File: src/rtl/uart_sdram_pkg.sv
// rtl/uart_sdram_pkg.sv - opcodes, response bytes, error codes and parser states
package uart_sdram_pkg;

  localparam logic [7:0] OP_WRITE = 8'h57;
  localparam logic [7:0] OP_READ  = 8'h52;
  localparam logic [7:0] RSP_ACK  = 8'h4B;
  localparam logic [7:0] RSP_ERR  = 8'h45;

  localparam logic [1:0] ERR_NONE    = 2'd0;
  localparam logic [1:0] ERR_BAD_OP  = 2'd1;
  localparam logic [1:0] ERR_TIMEOUT = 2'd2;
  localparam logic [1:0] ERR_OVERRUN = 2'd3;

  typedef enum logic [3:0] {
    S_IDLE,
    S_ADDR,
    S_WDATA,
    S_ISSUE,
    S_WAIT_RD,
    S_SEND_HI,
    S_SEND_LO,
    S_SEND_ACK,
    S_SEND_ERR
  } state_e;

endpackage

File: src/rtl/cmd_timeout_ctr.sv
// rtl/cmd_timeout_ctr.sv - reloadable down-counter that flags an expired inter-byte window
module cmd_timeout_ctr #(
  parameter int TIMEOUT_CYC = 50_000
) (
  input  logic clk,
  input  logic rst,
  input  logic clr,
  input  logic en,
  output logic expired
);

  localparam int CNT_W = (TIMEOUT_CYC > 2) ? $clog2(TIMEOUT_CYC) : 1;
  localparam logic [CNT_W-1:0] LOAD_VAL = CNT_W'(TIMEOUT_CYC - 1);

  logic [CNT_W-1:0] cnt_q, cnt_d;

  // clr restarts the window; while enabled the count runs down and parks at zero
  always_comb begin
    cnt_d = cnt_q;
    if (clr) begin
      cnt_d = LOAD_VAL;
    end else if (en && (cnt_q != '0)) begin
      cnt_d = cnt_q - 1'b1;
    end
  end

  // count register
  always_ff @(posedge clk or posedge rst) begin
    if (rst) begin
      cnt_q <= '0;
    end else begin
      cnt_q <= cnt_d;
    end
  end

  // zero is reached TIMEOUT_CYC-1 enabled cycles after the last restart
  assign expired = en && (cnt_q == '0);

endmodule

File: src/rtl/uart_cmd_parser.sv
// rtl/uart_cmd_parser.sv - UART byte-stream command parser issuing single-word SDRAM requests
module uart_cmd_parser
  import uart_sdram_pkg::*;
#(
  parameter int CLK_FREQ    = 50_000_000,
  parameter int ADDR_W      = 24,
  parameter int DATA_W      = 16,
  parameter int TIMEOUT_CYC = 50_000
) (
  input  logic              clk,
  input  logic              rst,
  input  logic [7:0]        rx_data,
  input  logic              rx_valid,
  output logic              req_valid,
  input  logic              req_ready,
  output logic              req_write,
  output logic [ADDR_W-1:0] req_addr,
  output logic [DATA_W-1:0] req_wdata,
  input  logic              rd_valid,
  input  logic [DATA_W-1:0] rd_data,
  output logic [7:0]        tx_data,
  output logic              tx_valid,
  input  logic              tx_ready,
  output logic              err_pulse,
  output logic [1:0]        err_code
);

  // A window shorter than two cycles cannot separate restart from expiry.
  if (TIMEOUT_CYC < 2 || CLK_FREQ <= 0) begin : g_bad_params
  end

  state_e            state_q, state_d;
  logic [23:0]       addr_q, addr_d;
  logic [DATA_W-1:0] wdata_q, wdata_d;
  logic [DATA_W-1:0] rd_q, rd_d;
  logic [1:0]        cnt_q, cnt_d;
  logic              is_wr_q, is_wr_d;
  logic [1:0]        err_code_q, err_code_d;
  logic              err_pulse_q, err_pulse_d;

  logic tmr_clr;
  logic tmr_en;
  logic tmr_expired;
  logic busy;

  assign tmr_en = (state_q == S_ADDR) || (state_q == S_WDATA) || (state_q == S_WAIT_RD);
  assign busy   = (state_q == S_ISSUE)    || (state_q == S_WAIT_RD) ||
                  (state_q == S_SEND_HI)  || (state_q == S_SEND_LO) ||
                  (state_q == S_SEND_ACK) || (state_q == S_SEND_ERR);

  cmd_timeout_ctr #(
    .TIMEOUT_CYC(TIMEOUT_CYC)
  ) u_timeout (
    .clk     (clk),
    .rst     (rst),
    .clr     (tmr_clr),
    .en      (tmr_en),
    .expired (tmr_expired)
  );

  // next-state: packet assembly, request issue, response sequencing and error capture
  always_comb begin
    state_d     = state_q;
    addr_d      = addr_q;
    wdata_d     = wdata_q;
    rd_d        = rd_q;
    cnt_d       = cnt_q;
    is_wr_d     = is_wr_q;
    err_code_d  = err_code_q;
    err_pulse_d = 1'b0;
    tmr_clr     = 1'b0;

    // a byte arriving while a request or response is in flight is dropped
    if (rx_valid && busy) begin
      err_code_d  = ERR_OVERRUN;
      err_pulse_d = 1'b1;
    end

    case (state_q)
      S_IDLE: begin
        if (rx_valid) begin
          if (rx_data == OP_WRITE || rx_data == OP_READ) begin
            is_wr_d = (rx_data == OP_WRITE);
            cnt_d   = 2'd0;
            tmr_clr = 1'b1;
            state_d = S_ADDR;
          end else begin
            err_code_d  = ERR_BAD_OP;
            err_pulse_d = 1'b1;
            state_d     = S_SEND_ERR;
          end
        end
      end
      S_ADDR: begin
        if (rx_valid) begin
          tmr_clr = 1'b1;
          addr_d  = {addr_q[15:0], rx_data};
          if (cnt_q == 2'd2) begin
            cnt_d   = 2'd0;
            state_d = is_wr_q ? S_WDATA : S_ISSUE;
          end else begin
            cnt_d = cnt_q + 2'd1;
          end
        end else if (tmr_expired) begin
          err_code_d  = ERR_TIMEOUT;
          err_pulse_d = 1'b1;
          state_d     = S_SEND_ERR;
        end
      end
      S_WDATA: begin
        if (rx_valid) begin
          tmr_clr = 1'b1;
          wdata_d = {wdata_q[DATA_W-9:0], rx_data};
          if (cnt_q == 2'd1) begin
            cnt_d   = 2'd0;
            state_d = S_ISSUE;
          end else begin
            cnt_d = cnt_q + 2'd1;
          end
        end else if (tmr_expired) begin
          err_code_d  = ERR_TIMEOUT;
          err_pulse_d = 1'b1;
          state_d     = S_SEND_ERR;
        end
      end
      S_ISSUE: begin
        if (req_ready) begin
          state_d = is_wr_q ? S_SEND_ACK : S_WAIT_RD;
          tmr_clr = !is_wr_q;
        end
      end
      S_WAIT_RD: begin
        if (rd_valid) begin
          rd_d    = rd_data;
          state_d = S_SEND_HI;
        end else if (tmr_expired) begin
          err_code_d  = ERR_TIMEOUT;
          err_pulse_d = 1'b1;
          state_d     = S_SEND_ERR;
        end
      end
      S_SEND_HI: begin
        if (tx_ready) state_d = S_SEND_LO;
      end
      S_SEND_LO, S_SEND_ACK, S_SEND_ERR: begin
        if (tx_ready) state_d = S_IDLE;
      end
      default: state_d = S_IDLE;
    endcase
  end

  // state and datapath registers
  always_ff @(posedge clk or posedge rst) begin
    if (rst) begin
      state_q     <= S_IDLE;
      addr_q      <= '0;
      wdata_q     <= '0;
      rd_q        <= '0;
      cnt_q       <= '0;
      is_wr_q     <= 1'b0;
      err_code_q  <= ERR_NONE;
      err_pulse_q <= 1'b0;
    end else begin
      state_q     <= state_d;
      addr_q      <= addr_d;
      wdata_q     <= wdata_d;
      rd_q        <= rd_d;
      cnt_q       <= cnt_d;
      is_wr_q     <= is_wr_d;
      err_code_q  <= err_code_d;
      err_pulse_q <= err_pulse_d;
    end
  end

  // response byte follows the send state directly so it holds until accepted
  always_comb begin
    tx_data = 8'h00;
    case (state_q)
      S_SEND_HI:  tx_data = rd_q[DATA_W-1 -: 8];
      S_SEND_LO:  tx_data = rd_q[7:0];
      S_SEND_ACK: tx_data = RSP_ACK;
      S_SEND_ERR: tx_data = RSP_ERR;
      default:    tx_data = 8'h00;
    endcase
  end

  assign req_valid = (state_q == S_ISSUE);
  assign req_write = is_wr_q;
  assign req_addr  = addr_q[ADDR_W-1:0];
  assign req_wdata = wdata_q;
  assign tx_valid  = (state_q == S_SEND_HI) || (state_q == S_SEND_LO) ||
                     (state_q == S_SEND_ACK) || (state_q == S_SEND_ERR);
  assign err_pulse = err_pulse_q;
  assign err_code  = err_code_q;

endmodule

File: config.mk
export PLATFORM = sky130hd
export DESIGN_NAME = uart_cmd_parser
export DESIGN_NICKNAME = d
export VERILOG_FILES = /design/src/rtl/uart_sdram_pkg.sv /design/src/rtl/cmd_timeout_ctr.sv /design/src/rtl/uart_cmd_parser.sv
export SDC_FILE = /design/constraint.sdc
export NUM_CORES = 1
export LEC_CHECK = 0
export ABC_AREA = 0
export CAP_MARGIN = 20
export CORE_MARGIN = 4
export CORE_UTILIZATION = 52
export CTS_CLUSTER_DIAMETER = 40
export CTS_CLUSTER_SIZE = 8
export DETAILED_ROUTE_END_ITERATION = 8
export GPL_TIMING_DRIVEN = 0
export PLACE_DENSITY = 0.82
export SYNTH_ARGS = -nofsm -noshare
export SYNTH_HDL_FRONTEND = slang
export SYNTH_HIERARCHICAL = 1
export SYNTH_SLANG_ARGS = --single-unit
File: constraint.sdc
create_clock -name clk -period 3.05 [get_ports clk]
set_input_delay 0.61 -clock clk [delete_from_list [all_inputs] [get_ports clk]]
set_output_delay 0.61 -clock clk [all_outputs]
set_load 0.01 [all_outputs]
; ---- After elaboration in Yosys (flattened, before gate mapping)
; Cells that the tools add are included.
; W data, S select, Z words.
[classes]
addsub = 2
n_eq_ne = 21
n_mux = 43
reduce_logical = 28
[ops]
columns = op, count
row1 = $mux W4, 11
row2 = $mux W16, 2
row3 = $pmux W8 S4, 1
row4 = $pmux W4 S7, 1
row5 = $mux W2, 13
row6 = $eq A4 B3 Y1 const B, 4
row7 = $eq A8 B7 Y1 const B, 2
row8 = $logic_not A16 Y1, 1
row9 = $reduce_bool A16 Y1, 1
row10 = $sub A16 B1 Y16 const B, 1
row11 = $ne A2 B2 Y1 const B, 6
row12 = $pmux W2 S3, 2
row13 = $logic_or A1 B1 Y1, 11
row14 = $mux W1, 11
row15 = $eq A4 B2 Y1 const B, 2
row16 = $ne A3 B2 Y1 const B, 2
row17 = $pmux W1 S3, 2
row18 = $reduce_and A2 Y1, 3
row19 = $reduce_and A6 Y1, 1
row20 = $reduce_and A5 Y1, 1
row21 = $eq A4 B1 Y1 const B, 1
row22 = $eq A4 B4 Y1 const B, 1
row23 = $logic_not A4 Y1, 1
row24 = $logic_and A1 B1 Y1, 3
row25 = other kinds (10), 10
[totals]
register_bits = 82
out_inout_bits = 54
word_cells = 103

; ---- Logic depth before layout (Yosys ltp)
[logic_depth]
ltp_word = 11
depth_mapped = 14
mapped_depth_nobuf = 11

; ---- By module
; Netlist, hierarchy kept.
[by_module_without_submodules]
columns = mod, instances, cells_each, area_each_um2, seq_area_each_um2
row1 = uart_cmd_parser, 1, 250, 3198.1, 1651.6
row2 = cmd_timeout_ctr, 1, 103, 977.2, 400.4

; ---- Worst setup path after synthesis
; No wires, ideal clock.
[synth_path]
path_kind = register to register
startpoint = register state_q[1]
endpoint = register state_q[0]
setup_ns = 0.131
arrival_time_ns = 2.578
required_time_ns = 2.919
path_slack_ns = 0.341
stages_incl_launch_ff = 14
path_buffers = 3
period_less_slack_ns = 2.709
path_cell_list = dfrtp_1 -> buf_6 -> buf_2 -> xnor2_1 -> a211oi_1 -> nand4bb_1 -> or3_1 -> clkbuf_2 -> nor2b_1 -> nor2b_1 -> a21oi_1 -> a22oi_1 -> o311a_1 -> o21ai_0
[synth_between]
elab_chain_len = 7
[synth_lines]
columns = item, line
row1 = "start, declared", uart_cmd_parser.sv:32  ; state_e state_q, state_d;
row2 = "start signal, assigned", uart_cmd_parser.sv:164  ; state_q <= state_d;
row3 = $eq A4 B1 Y1 or $eq A4 B2 Y1 (tied branches), uart_cmd_parser.sv:46  ; assign tmr_en = (state_q == S_ADDR) || (state_q == S_WDATA) || (state_q == S_WAIT_RD);
row4 = $logic_or A1 B1 Y1, uart_cmd_parser.sv:46
row5 = $logic_or A1 B1 Y1 (*), uart_cmd_parser.sv:46
row6 = net tmr_en, uart_cmd_parser.sv:42  ; logic tmr_en;
row7 = $logic_and A1 B1 Y1 (*), cmd_timeout_ctr.sv:37  ; assign expired = en && (cnt_q == '0);
row8 = net tmr_expired, uart_cmd_parser.sv:43  ; logic tmr_expired;
row9 = $mux W4 (*), n/a
row10 = $mux W4 (on tied branches), n/a
row11 = $pmux W4 S7 (*), uart_cmd_parser.sv:79  ; case (state_q)
; Mark *: on every way through the listed nets, which the timed path passes. The rest lies on a longest branch.
; A chain may end at the register's enable or synchronous reset.

; ---- Worst setup path after layout
[layout_path]
startpoint = register state_q[0]
endpoint = register state_q[0]
; The elaborated chain is that of the path after synthesis.

==> reports/metrics.yaml <==
status:
  outcome: "complete, no violations"
global_routing:
  antenna_found_initial: 0
  grt_usage_pct: 20.9
  grt_overflow: 0
  grt_max_degree: 45
  grt_pass1_wl_um: 16000
  grt_pass1_vias: 3178
layout:
  nNetsFinal: 479
  final_common_cell: "clkdlybuf4s50_1"
  fin_util_pct: 69.6
  n_antenna_cell: 0
  layout_common_cells: "clkdlybuf4s50_1, dfrtp_1, mux2_2, nor2_1, o21ai_0"
  fin_cells: 555
  layout-drive-gt1-share_pct: 22.3
  syn_to_final_growth_pct: 29.5
  fin_area_um2: 5410
synth:
  async_flop_share_pct: 100
  syn_area_um2: 4180
  ys.flop_type: "dfrtp_1"
  netlist_instances: 353
  ys_seq_area_share_pct: 49.1
  syn_area_per_cell_um2: 11.8
  synth_edf_count: 0
  ys_seq_elements: 82
  ys_types: 61
  syn_nets: 384
  synth_warnings: 6
critical_path:
  crit_arrival_ns: 3.11
  endpoint_kind: "register"
  startpoint: "state_q[0]$_DFFE_PP0P_"
  cp_max_fo: 10
  worstPathRequired_ns: 3.28
  r2r_setup_slack_ns: 0.17
  worstReg2RegEnd: "state_q[0]$_DFFE_PP0P_"
  r2r_cells: 14
  start_kind: "register"
  path_class: "register to register"
  timing.rr.start: "state_q[0]$_DFFE_PP0P_"
  cp-endpoint: "state_q[0]$_DFFE_PP0P_"
power:
  pwr-share-clk_pct: 22.8
  power_leakage_nw: 2.31
  p_comb_share_pct: 31.7
  power_density_nw_per_um2: 710
  power_switching_mw: 1.15
  p_seq_share_pct: 45.4
  switching_share_pct: 30.0
  vdd_drop_max_uv: 362
  cell_internal_pwr_mw: 2.69
routing:
  first_pass_iters: 4
  wire_per_inst_um: 17.0
  postRouteAntennaNets: 0
  drtIter0Drc: 140
  drt_wl_total_um: 9430
  num_vias: 3099
  post_drt_via_cell_ratio: 5.58
  drc_errors: 0
placed_design:
  dp_cells: 539
  portBuffers: 83
  place_ws_ns: -0.240
  dp.final_hpwl_um: 7070
  post_dp_cell_area_um2: 5150
  globalplace.congestion: 0.899
clock_network:
  clock_sinks: 82
  numCtsBuffers: 9
  cts.path.max_buffers: 2
  clock_latency_ns: 0.35
  cts_root_buf: "clkbuf_8"
  cts_tree: "yes"
  htree_levels: 3
  ctsHoldBuffers: 0
  clk_pin_slew_ns: 0.09
timing:
  clock_skew_ns: 0.0103
  maxSlewHeadroom_pct: 58.5
  clock.fmax_mhz: 347
  fin_crit_sh_pct: 94.5
  setup_viol_count_final: 0
  worst_slew_pin_slew_ns: 0.622
  finalCriticalPeriod_ns: 2.88
  maxSlewViolCount: 0
  worst_slack_ns: 0.167
  fin_hold_ws_ns: 0.507
  hold_viol: 0
floorplan:
  die_h_um: 97.6
  rows: 32
  core_area_um2: 7770
  start_util_pct: 53.8
  fp.dieW_um: 97.6
  fp.dieArea_um2: 9530
  io_pins: 84
worst_hold_path:
  hold_class: "register to register"
job:
  drv_cap: 0
flip-flops by register name, indices dropped and copies added, names as in the netlist:
signal,count
rd_q,16
req_addr,24
err_pulse,1
cnt_q,2
req_write,1
err_code,2
req_wdata,16
u_timeout/cnt_q,16
state_q,4
critical path: stages, from the launching register on:
cell        delay (ns)
dfrtp_2           0.47
buf_4             0.20
clkinvlp_4        0.16
nor2_1            0.08
a211oi_2          0.20
buf_4             0.17
nand4bb_1         0.15
or3_1             0.33
clkbuf_2          0.19
nor2b_4           0.17
nor2b_2           0.17
a21oi_1           0.05
a22oi_1           0.20
o311a_1           0.16
o21ai_0           0.07
how the worst min path moves through the flow:
stage | startpoint | cells past startpoint | endpoint
after detailed placement | rd_q[11]$_DFFE_PP0P_ | 1 | rd_q[11]$_DFFE_PP0P_
after CTS | rd_q[11]$_DFFE_PP0P_ | 1 | rd_q[11]$_DFFE_PP0P_
after global routing | req_wdata[11]$_DFFE_PP0P_ | 1 | req_wdata[11]$_DFFE_PP0P_
after floorplan | rd_q[11]$_DFFE_PP0P_ | 1 | rd_q[11]$_DFFE_PP0P_
final | rd_q[11]$_DFFE_PP0P_ | 1 | rd_q[11]$_DFFE_PP0P_
after global placement | req_wdata[8]$_DFFE_PP0P_ | 1 | req_wdata[8]$_DFFE_PP0P_
cells by family after synthesis:
kind of cell / share of synthesized area (%)
multiplexers: 18.7
AO/OA/AOI/OAI: 9.44
XOR/XNOR: 0.629
adder cells (fa/ha/maj): 0.300
flip-flops: 49.1
buffers and inverters: 3.99
AND/OR/NAND/NOR: 17.8
power groups by stage:
stage	Clock [mW]	Sequential [mW]	Combinational (mW)
floorplan	0	1.79	0.557
global placement	0	1.73	1.18
detailed placement	0	1.76	1.23
CTS	0.901	1.74	1.24
global route	0.945	1.80	1.32
finish	0.877	1.74	1.22
per-layer routing:
layer  global-route usage (%)  wire (um)  part of all wire (%)  vias to the layer above
li1                         -          -                     -                     1479
met3                     4.81        451                   4.8                       12
met4                     5.22        141                   1.5                        0
met5                        0          0                     0                        -
met1                     26.6       3960                    42                     1535
met2                     36.0       4880                    52                       73
cells in the mapped netlist (4+ instances only):
cell      count  area (um^2)
dfrtp_1      82         2050
mux2_2       27          304
nor2_1       25         93.8
o21ai_0      21          105
mux2_4       18          270
a21oi_1      16         80.1
nand2_1      14         52.6
nor2b_1      14         87.6
mux2_1       12          135
inv_1         9         33.8
or3_1         9         56.3
nand3_1       7         35.0
buf_6         6         67.6
nand2b_1      6         37.5
nor4_1        6         37.5
mux2i_1       5         50.1
nor3_1        5         25.0
nor3b_1       5         37.5
a22oi_1       4         30.0
buf_4         4         30.0
o21ai_1       4         20.0
per-stage QoR:
| stage | TNS (ns) | power [mW] |
|---|---|---|
| 3_3_place_gp | -22.99 | 2.92 |
| 4_1_cts | 0 | 3.88 |
| 2_1_floorplan | 0 | 2.34 |
| 3_5_place_dp | -1.59 | 2.99 |
| 6_report | 0 | 3.84 |
| 5_1_grt | -0.0125 | 4.06 |
cell type report:
| class | count | area [um^2] |
|---|---|---|
| inverter | 10 | 41.3 |
| multi-input combinational | 244 | 1970 |
| tap | 102 | 128 |
| sequential | 82 | 2050 |
| buffer | 16 | 125 |
| timing repair buffer | 85 | 858 |
| clock buffer | 10 | 138 |
| fill | 558 | 2360 |
| clock inverter | 6 | 90.1 |
repair_timing:
item	4_1_cts	5_1_grt
setup endpoints to repair	7	13
resized for setup	2	6
setup buffers	0	1
pin swaps	1	1
(Power assumes the default switching activity.)
